===== src/rtl/nano_apb_pkg.sv =====
// Shared definitions for the nano APB master: FSM state encoding, default
// parameters and the timeout counter width helper.
package nano_apb_pkg;

   typedef enum logic [1:0] {
      ST_IDLE   = 2'd0,
      ST_SETUP  = 2'd1,
      ST_ACCESS = 2'd2
   } apb_state_e;

   localparam int DEF_ADDR_W         = 12;
   localparam int DEF_TIMEOUT_CYCLES = 255;

   function automatic int tmo_cnt_w(input int cycles);
      return $clog2(cycles + 1);
   endfunction

   localparam int DEF_TMO_CNT_W = tmo_cnt_w(DEF_TIMEOUT_CYCLES);

endpackage


===== src/rtl/nano_apb_timeout.sv =====
// Wait-state counter for the nano APB master; hit_o flags the stalled ACCESS
// cycle on which the count reaches TIMEOUT_CYCLES.
module nano_apb_timeout
   import nano_apb_pkg::*;
#(
   parameter int TIMEOUT_CYCLES = DEF_TIMEOUT_CYCLES,
   parameter int CNT_W          = tmo_cnt_w(TIMEOUT_CYCLES)
) (
   input  logic clk,
   input  logic rst_n,
   input  logic clr_i,
   input  logic inc_i,
   output logic hit_o
);

   logic [CNT_W-1:0] cnt_q;
   logic [CNT_W-1:0] cnt_d;

   // Next count: cleared when a transfer is accepted, bumped per stalled cycle.
   always_comb begin
      cnt_d = cnt_q;
      if (clr_i) begin
         cnt_d = {CNT_W{1'b0}};
      end else if (inc_i) begin
         cnt_d = cnt_q + CNT_W'(1);
      end else begin
         cnt_d = cnt_q;
      end
   end

   // Counter register with synchronous active-low reset.
   always_ff @(posedge clk) begin
      if (!rst_n) begin
         cnt_q <= {CNT_W{1'b0}};
      end else begin
         cnt_q <= cnt_d;
      end
   end

   assign hit_o = inc_i & (cnt_q == CNT_W'(TIMEOUT_CYCLES - 1));

endmodule


===== src/rtl/nano_apb_master.sv =====
// Single-outstanding APB master bridging a valid/ready host request port.
// Optional wait-state abort enabled by NANO_APB_MASTER_TIMEOUT_EN.
module nano_apb_master
   import nano_apb_pkg::*;
#(
   parameter int ADDR_W         = DEF_ADDR_W,
   parameter int TIMEOUT_CYCLES = DEF_TIMEOUT_CYCLES
) (
   input  logic              clk,
   input  logic              rst_n,
   input  logic              host_req_valid,
   output logic              host_req_ready,
   input  logic [ADDR_W-1:0] host_req_addr,
   input  logic              host_req_write,
   input  logic [31:0]       host_req_wdata,
   output logic              host_rsp_valid,
   output logic [31:0]       host_rsp_rdata,
   output logic              host_rsp_err,
   output logic              apb_psel,
   output logic              apb_penable,
   output logic              apb_pwrite,
   output logic [ADDR_W-1:0] apb_paddr,
   output logic [31:0]       apb_pwdata,
   input  logic [31:0]       apb_prdata,
   input  logic              apb_pready,
   input  logic              apb_pslverr
);

   apb_state_e        state_q;
   logic              ready_q;
   logic              psel_q;
   logic              penable_q;
   logic              pwrite_q;
   logic [ADDR_W-1:0] paddr_q;
   logic [31:0]       pwdata_q;
   logic              rsp_valid_q;
   logic [31:0]       rsp_rdata_q;
   logic              rsp_err_q;

   logic              accept_s;
   logic              tmo_hit_s;

   assign accept_s = host_req_valid & ready_q;

`ifdef NANO_APB_MASTER_TIMEOUT_EN
   logic stall_s;
   assign stall_s = (state_q == ST_ACCESS) & ~apb_pready;

   nano_apb_timeout #(
      .TIMEOUT_CYCLES (TIMEOUT_CYCLES)
   ) u_timeout (
      .clk   (clk),
      .rst_n (rst_n),
      .clr_i (accept_s),
      .inc_i (stall_s),
      .hit_o (tmo_hit_s)
   );
`else
   // Never true for a sane parameter: ACCESS waits for pready indefinitely.
   assign tmo_hit_s = (TIMEOUT_CYCLES < 0);
`endif

   // Transfer FSM; every output is a register updated here.
   always_ff @(posedge clk) begin
      if (!rst_n) begin
         state_q     <= ST_IDLE;
         ready_q     <= 1'b1;
         psel_q      <= 1'b0;
         penable_q   <= 1'b0;
         pwrite_q    <= 1'b0;
         paddr_q     <= {ADDR_W{1'b0}};
         pwdata_q    <= 32'h0000_0000;
         rsp_valid_q <= 1'b0;
         rsp_rdata_q <= 32'h0000_0000;
         rsp_err_q   <= 1'b0;
      end else begin
         rsp_valid_q <= 1'b0;
         case (state_q)
            ST_IDLE: begin
               if (accept_s) begin
                  paddr_q   <= host_req_addr;
                  pwrite_q  <= host_req_write;
                  pwdata_q  <= host_req_wdata;
                  psel_q    <= 1'b1;
                  penable_q <= 1'b0;
                  ready_q   <= 1'b0;
                  state_q   <= ST_SETUP;
               end else begin
                  state_q <= ST_IDLE;
               end
            end
            ST_SETUP: begin
               penable_q <= 1'b1;
               state_q   <= ST_ACCESS;
            end
            ST_ACCESS: begin
               if (apb_pready) begin
                  psel_q      <= 1'b0;
                  penable_q   <= 1'b0;
                  ready_q     <= 1'b1;
                  rsp_valid_q <= 1'b1;
                  rsp_err_q   <= apb_pslverr;
                  rsp_rdata_q <= pwrite_q ? 32'h0000_0000 : apb_prdata;
                  state_q     <= ST_IDLE;
               end else if (tmo_hit_s) begin
                  psel_q      <= 1'b0;
                  penable_q   <= 1'b0;
                  ready_q     <= 1'b1;
                  rsp_valid_q <= 1'b1;
                  rsp_err_q   <= 1'b1;
                  rsp_rdata_q <= 32'h0000_0000;
                  state_q     <= ST_IDLE;
               end else begin
                  state_q <= ST_ACCESS;
               end
            end
            default: begin
               psel_q    <= 1'b0;
               penable_q <= 1'b0;
               ready_q   <= 1'b1;
               state_q   <= ST_IDLE;
            end
         endcase
      end
   end

   assign host_req_ready = ready_q;
   assign host_rsp_valid = rsp_valid_q;
   assign host_rsp_rdata = rsp_rdata_q;
   assign host_rsp_err   = rsp_err_q;
   assign apb_psel       = psel_q;
   assign apb_penable    = penable_q;
   assign apb_pwrite     = pwrite_q;
   assign apb_paddr      = paddr_q;
   assign apb_pwdata     = pwdata_q;

endmodule

===== config.mk =====
export PLATFORM = sky130hd
export DESIGN_NAME = nano_apb_master
export DESIGN_NICKNAME = d
export VERILOG_FILES = /design/src/rtl/nano_apb_pkg.sv /design/src/rtl/nano_apb_timeout.sv /design/src/rtl/nano_apb_master.sv
export SDC_FILE = /design/constraint.sdc
export NUM_CORES = 1
export LEC_CHECK = 0
export ABC_AREA = 1
export ABC_CLOCK_PERIOD_IN_PS = 1200
export CAP_MARGIN = 0
export CORE_MARGIN = 8
export CORE_UTILIZATION = 38
export CTS_CLUSTER_DIAMETER = 40
export DETAILED_ROUTE_END_ITERATION = 8
export PLACE_DENSITY = 0.79
export SYNTH_ARGS = -nofsm -noshare
export SYNTH_HDL_FRONTEND = slang
export SYNTH_SLANG_ARGS = --single-unit

===== constraint.sdc =====
create_clock -name clk -period 1.2 [get_ports clk]
set_input_delay 0.24 -clock clk [delete_from_list [all_inputs] [get_ports clk]]
set_output_delay 0.24 -clock clk [all_outputs]
set_load 0.05 [all_outputs]

==> impl_metrics.ini, run 1 <==
[timing]
hold_ws_ns = 0.393
max_clock_freq_ghz = 0.831
tightest_slew_ns = 0.244
finalCritPeriodShare_pct = 100
max_slew_headroom_pct = 83.7
final_skew_ns = 0.0155
setup-violations-final = 1
timing.final.crit_period_ns = 1.20
post-route-worst-setup-slack_ns = -0.00375
slew_viol_final = 0
hold_violations = 0
grt_setup_unrepaired = yes

[grt]
antenna_found_initial = 0
grt_remaining_overflow = 0
gr-usage-all-layers_pct = 18.4
grt_start_max_net_pins = 59
grt_pass1_vias = 3218
grt_first_pass_wirelength_mm = 16.2

[floorplanning]
design.core.area_mm2 = 0.00765
floorplan.initialDensity_pct = 38.8
rows = 32
die_height_um = 104
area_of_the_die_mm2 = 0.0109
die-width_um = 104
top_level_ports = 164

[detailed_routing]
detailedRoute.firstPassIterationCount = 4
detail_route.vias_per_cell = 4.90
route.vias.total = 3153
drtAntennaViolNets = 0
avgRoutedWirePerCell_um = 17.1
detail_route.drc_violations = 0
drt-initial-drc-count = 131
routed_wl_mm = 11.0

[worst_setup_path]
worst_setup_path_start_kind = flip-flop
path_max_fanout = 16
timing_worst_setup_path_type = flip-flop to flip-flop
worst_r2r_startpoint = state_q[1]$_SDFF_PN0_
critical_path.reg2reg.endpoint = host_rsp_rdata[21]$_SDFFE_PN0P_
worst_ep_required_time_ns = 1.47
cp.arrival_ns = 1.48
rrSetupSlack_ns = -0.004
setup.worst_path.end_class = flip-flop
ff2ff_path_depth = 5

[power_and_ir_drop]
power.share.combinational_pct = 35.6
total_leakage_power_nw = 2.41
power_density_mw_per_mm2 = 1330
internal_power_mw = 5.20
power.share.sequential_pct = 41.6
p_sw_share_pct = 33.9
clock_power_share_pct = 22.8
vdd_ir_drop_max_uv = 767
finalPower_mw = 7.86
power_switching_mw = 2.66

[cts]
cts_htree_levels = 3
cts_num_sinks = 84
clock_tree_from_tritoncts = built
total_cts_buffers = 9
cts_root_buf = sky130_fd_sc_hd__clkbuf_8
cts_hold_buf = 0
cts.reportedPaths.clkPinSlew_ns = 0.08
worst_skew_pair.late_latency_ns = 0.36
cts.path.max_buffers = 2

[run]
max_cap_viol_count = 0

[hold_path]
hold-path-endpoint = host_req_ready$_SDFFE_PN1P_
hold_start = rst_n
min-delay-path-class = input port to flip-flop
holdPathStages = 3

[synthesis]
synth_area_leaders = sky130_fd_sc_hd__dfxtp_1 57%, sky130_fd_sc_hd__nor2_1 12%, sky130_fd_sc_hd__o21ai_0 10%, sky130_fd_sc_hd__nand3_1 6.1%, sky130_fd_sc_hd__nand2_1 5.1%
synth_largest_type_area_fraction_pct = 56.6
synth_largest_area_cell = sky130_fd_sc_hd__dfxtp_1
synthesis.yosys.warnings = 0
synth_cell_type_count = 19
synth.net_count = 451
post_synth_inst_count = 369
post_synth_instance_area_mm2 = 0.00297
synthesized_flop_and_latch_total = 84
seq_area_frac_synth_pct = 56.6
synthesis.area_per_instance_um2 = 8.05

[finish]
n_antenna_cell = 0
layout-drive-gt1-share_pct = 23.7
final_net_count = 618
syn_to_final_growth_pct = 99.2

[placed_design]
port_buffers = 163
dpl.hpwl_mm = 8.03
gp_routability_congestion = 0.774

[run_status]
violations_in_the_final_reports = negative setup slack
status = complete, but fails checks
-- area by class of cell --
cell class,count,area (µm²)
Inverter,7,33.8
Tap cell,102,128
Clock buffer,12,145
Clock inverter,4,25.0
Multi-Input combinational cell,252,1150
Timing Repair Buffer,182,2750
Sequential cell,84,1690
Fill cell,504,1730
-- synthesized netlist by cell type --
| cell | number |
|---|---|
| sky130_fd_sc_hd__nand3b_1 | 1 |
| sky130_fd_sc_hd__a21oi_1 | 2 |
| sky130_fd_sc_hd__buf_6 | 4 |
| sky130_fd_sc_hd__nand3_4 | 1 |
| sky130_fd_sc_hd__clkinv_4 | 1 |
| sky130_fd_sc_hd__inv_1 | 6 |
| sky130_fd_sc_hd__nor2_1 | 91 |
| sky130_fd_sc_hd__nand3_1 | 36 |
| sky130_fd_sc_hd__o21ai_0 | 62 |
| sky130_fd_sc_hd__a21boi_0 | 1 |
| sky130_fd_sc_hd__o21ai_1 | 16 |
| sky130_fd_sc_hd__clkbuf_1 | 11 |
| sky130_fd_sc_hd__nand4_1 | 1 |
| sky130_fd_sc_hd__dfxtp_1 | 84 |
| sky130_fd_sc_hd__nand2_1 | 40 |
| sky130_fd_sc_hd__buf_2 | 5 |
| sky130_fd_sc_hd__clkbuf_2 | 4 |
| sky130_fd_sc_hd__nor2_2 | 1 |
| sky130_fd_sc_hd__buf_1 | 2 |
-- cell usage in the layout, fill, tap and decap left out, types with 2 or more instances in the layout --
cell / netlist / routed
sky130_fd_sc_hd__inv_1: 6 / 5
sky130_fd_sc_hd__clkinv_2: 0 / 2
sky130_fd_sc_hd__o21ai_0: 62 / 35
sky130_fd_sc_hd__clkbuf_1: 11 / 2
sky130_fd_sc_hd__dfxtp_2: 0 / 2
sky130_fd_sc_hd__o21ai_1: 16 / 39
sky130_fd_sc_hd__a21oi_1: 2 / 2
sky130_fd_sc_hd__o21ai_2: 0 / 4
sky130_fd_sc_hd__dfxtp_1: 84 / 81
sky130_fd_sc_hd__nand2_1: 40 / 40
sky130_fd_sc_hd__clkbuf_8: 0 / 10
sky130_fd_sc_hd__clkbuf_16: 0 / 3
sky130_fd_sc_hd__buf_12: 0 / 90
sky130_fd_sc_hd__clkinvlp_4: 0 / 2
sky130_fd_sc_hd__nand3_4: 1 / 2
sky130_fd_sc_hd__buf_4: 0 / 7
sky130_fd_sc_hd__nor2_1: 91 / 91
sky130_fd_sc_hd__nand3_1: 36 / 35
sky130_fd_sc_hd__clkdlybuf4s50_1: 0 / 80
-- worst max path at each step --
stage                                      startpoint                               to  depth (start not counted)
after global placement                 host_req_valid        apb_paddr[1]$_SDFFE_PN0P_                          5
after global routing            state_q[0]$_SDFF_PN0_      host_req_ready$_SDFFE_PN1P_                          6
after floorplan           host_req_ready$_SDFFE_PN1P_          apb_pwrite$_SDFFE_PN0P_                          4
final                           state_q[1]$_SDFF_PN0_  host_rsp_rdata[21]$_SDFFE_PN0P_                          5
after CTS                       state_q[0]$_SDFF_PN0_       apb_pwdata[0]$_SDFFE_PN0P_                          5
after detailed placement               host_req_valid        apb_paddr[5]$_SDFFE_PN0P_                          5
-- layer usage --
metal | up-vias | global-route usage, % | routed length, µm | share of wire [%]
li1 | 1551 | - | - | -
met1 | 1473 | 18.1 | 4040 | 37
met2 | 111 | 33.7 | 5910 | 54
met3 | 18 | 6.82 | 757 | 6.9
met4 | 0 | 7.76 | 272 | 2.5
met5 | - | 0 | 0 | 0
-- state kept, by name (all words and copies together), names as in the netlist --
| register | flops |
|---|---|
| host_rsp_valid | 1 |
| apb_pwdata | 32 |
| state_q | 2 |
| host_rsp_err | 1 |
| host_req_ready | 1 |
| host_rsp_rdata | 32 |
| apb_pwrite | 1 |
| apb_penable | 1 |
| apb_psel | 1 |
| apb_paddr | 12 |
-- per-stage QoR --
step	instance area (µm²)	setup TNS, ns	setup WS, ns	instances	utilization, %
global placement	5610	-13.87	-0.252	621	73.3
floorplan	2970	0	0.0499	369	-
CTS	5790	0	0.00713	639	75.7
global route	5920	-0.241	-0.0452	643	77.4
finish	5920	-0.00375	-0.00375	643	77.4
detailed placement	5610	-16.36	-0.309	621	73.3
-- cells by family after synthesis --
group                  share of synthesized area [%]
AO/OA/AOI/OAI                                   13.7
buffers and inverters                           5.73
flip-flops                                      56.6
AND/OR/NAND/NOR                                 23.9
-- worst max-delay path, cell delays in order, from the launching register on --
cell and delay [ns]:
sky130_fd_sc_hd__dfxtp_1 0.38, sky130_fd_sc_hd__buf_4 0.17, sky130_fd_sc_hd__nand4_1 0.10, sky130_fd_sc_hd__buf_6 0.16
sky130_fd_sc_hd__clkbuf_16 0.18, sky130_fd_sc_hd__o21ai_1 0.15
-- repair_timing --
action / 4_1_cts / 5_1_grt
setup buffers: 3 / 1
gates cloned: 0 / 3
hold endpoints to repair: 0 / 0
gates resized for setup: 4 / 35
pin swaps: 2 / 1
setup endpoints to repair: 11 / 52
-- power groups by stage --
stage                     Sequential (mW)  Combinational [mW]  Clock, mW
after global routing                 3.30                2.95       1.96
after detailed placement             3.34                2.76          0
after global placement               3.31                2.70          0
final                                3.27                2.80       1.79
after CTS                            3.27                2.77       1.83
after floorplan                      3.99               0.545          0
Note: power is estimated with default switching activity, not from simulation.
==> inputs of run 2 (changes only) <==
Settings changed: HOLD_SLACK_MARGIN set to 0.06.
==> results of run 2 <==
Final layout, timing and power as in run 1 (identical DEF).
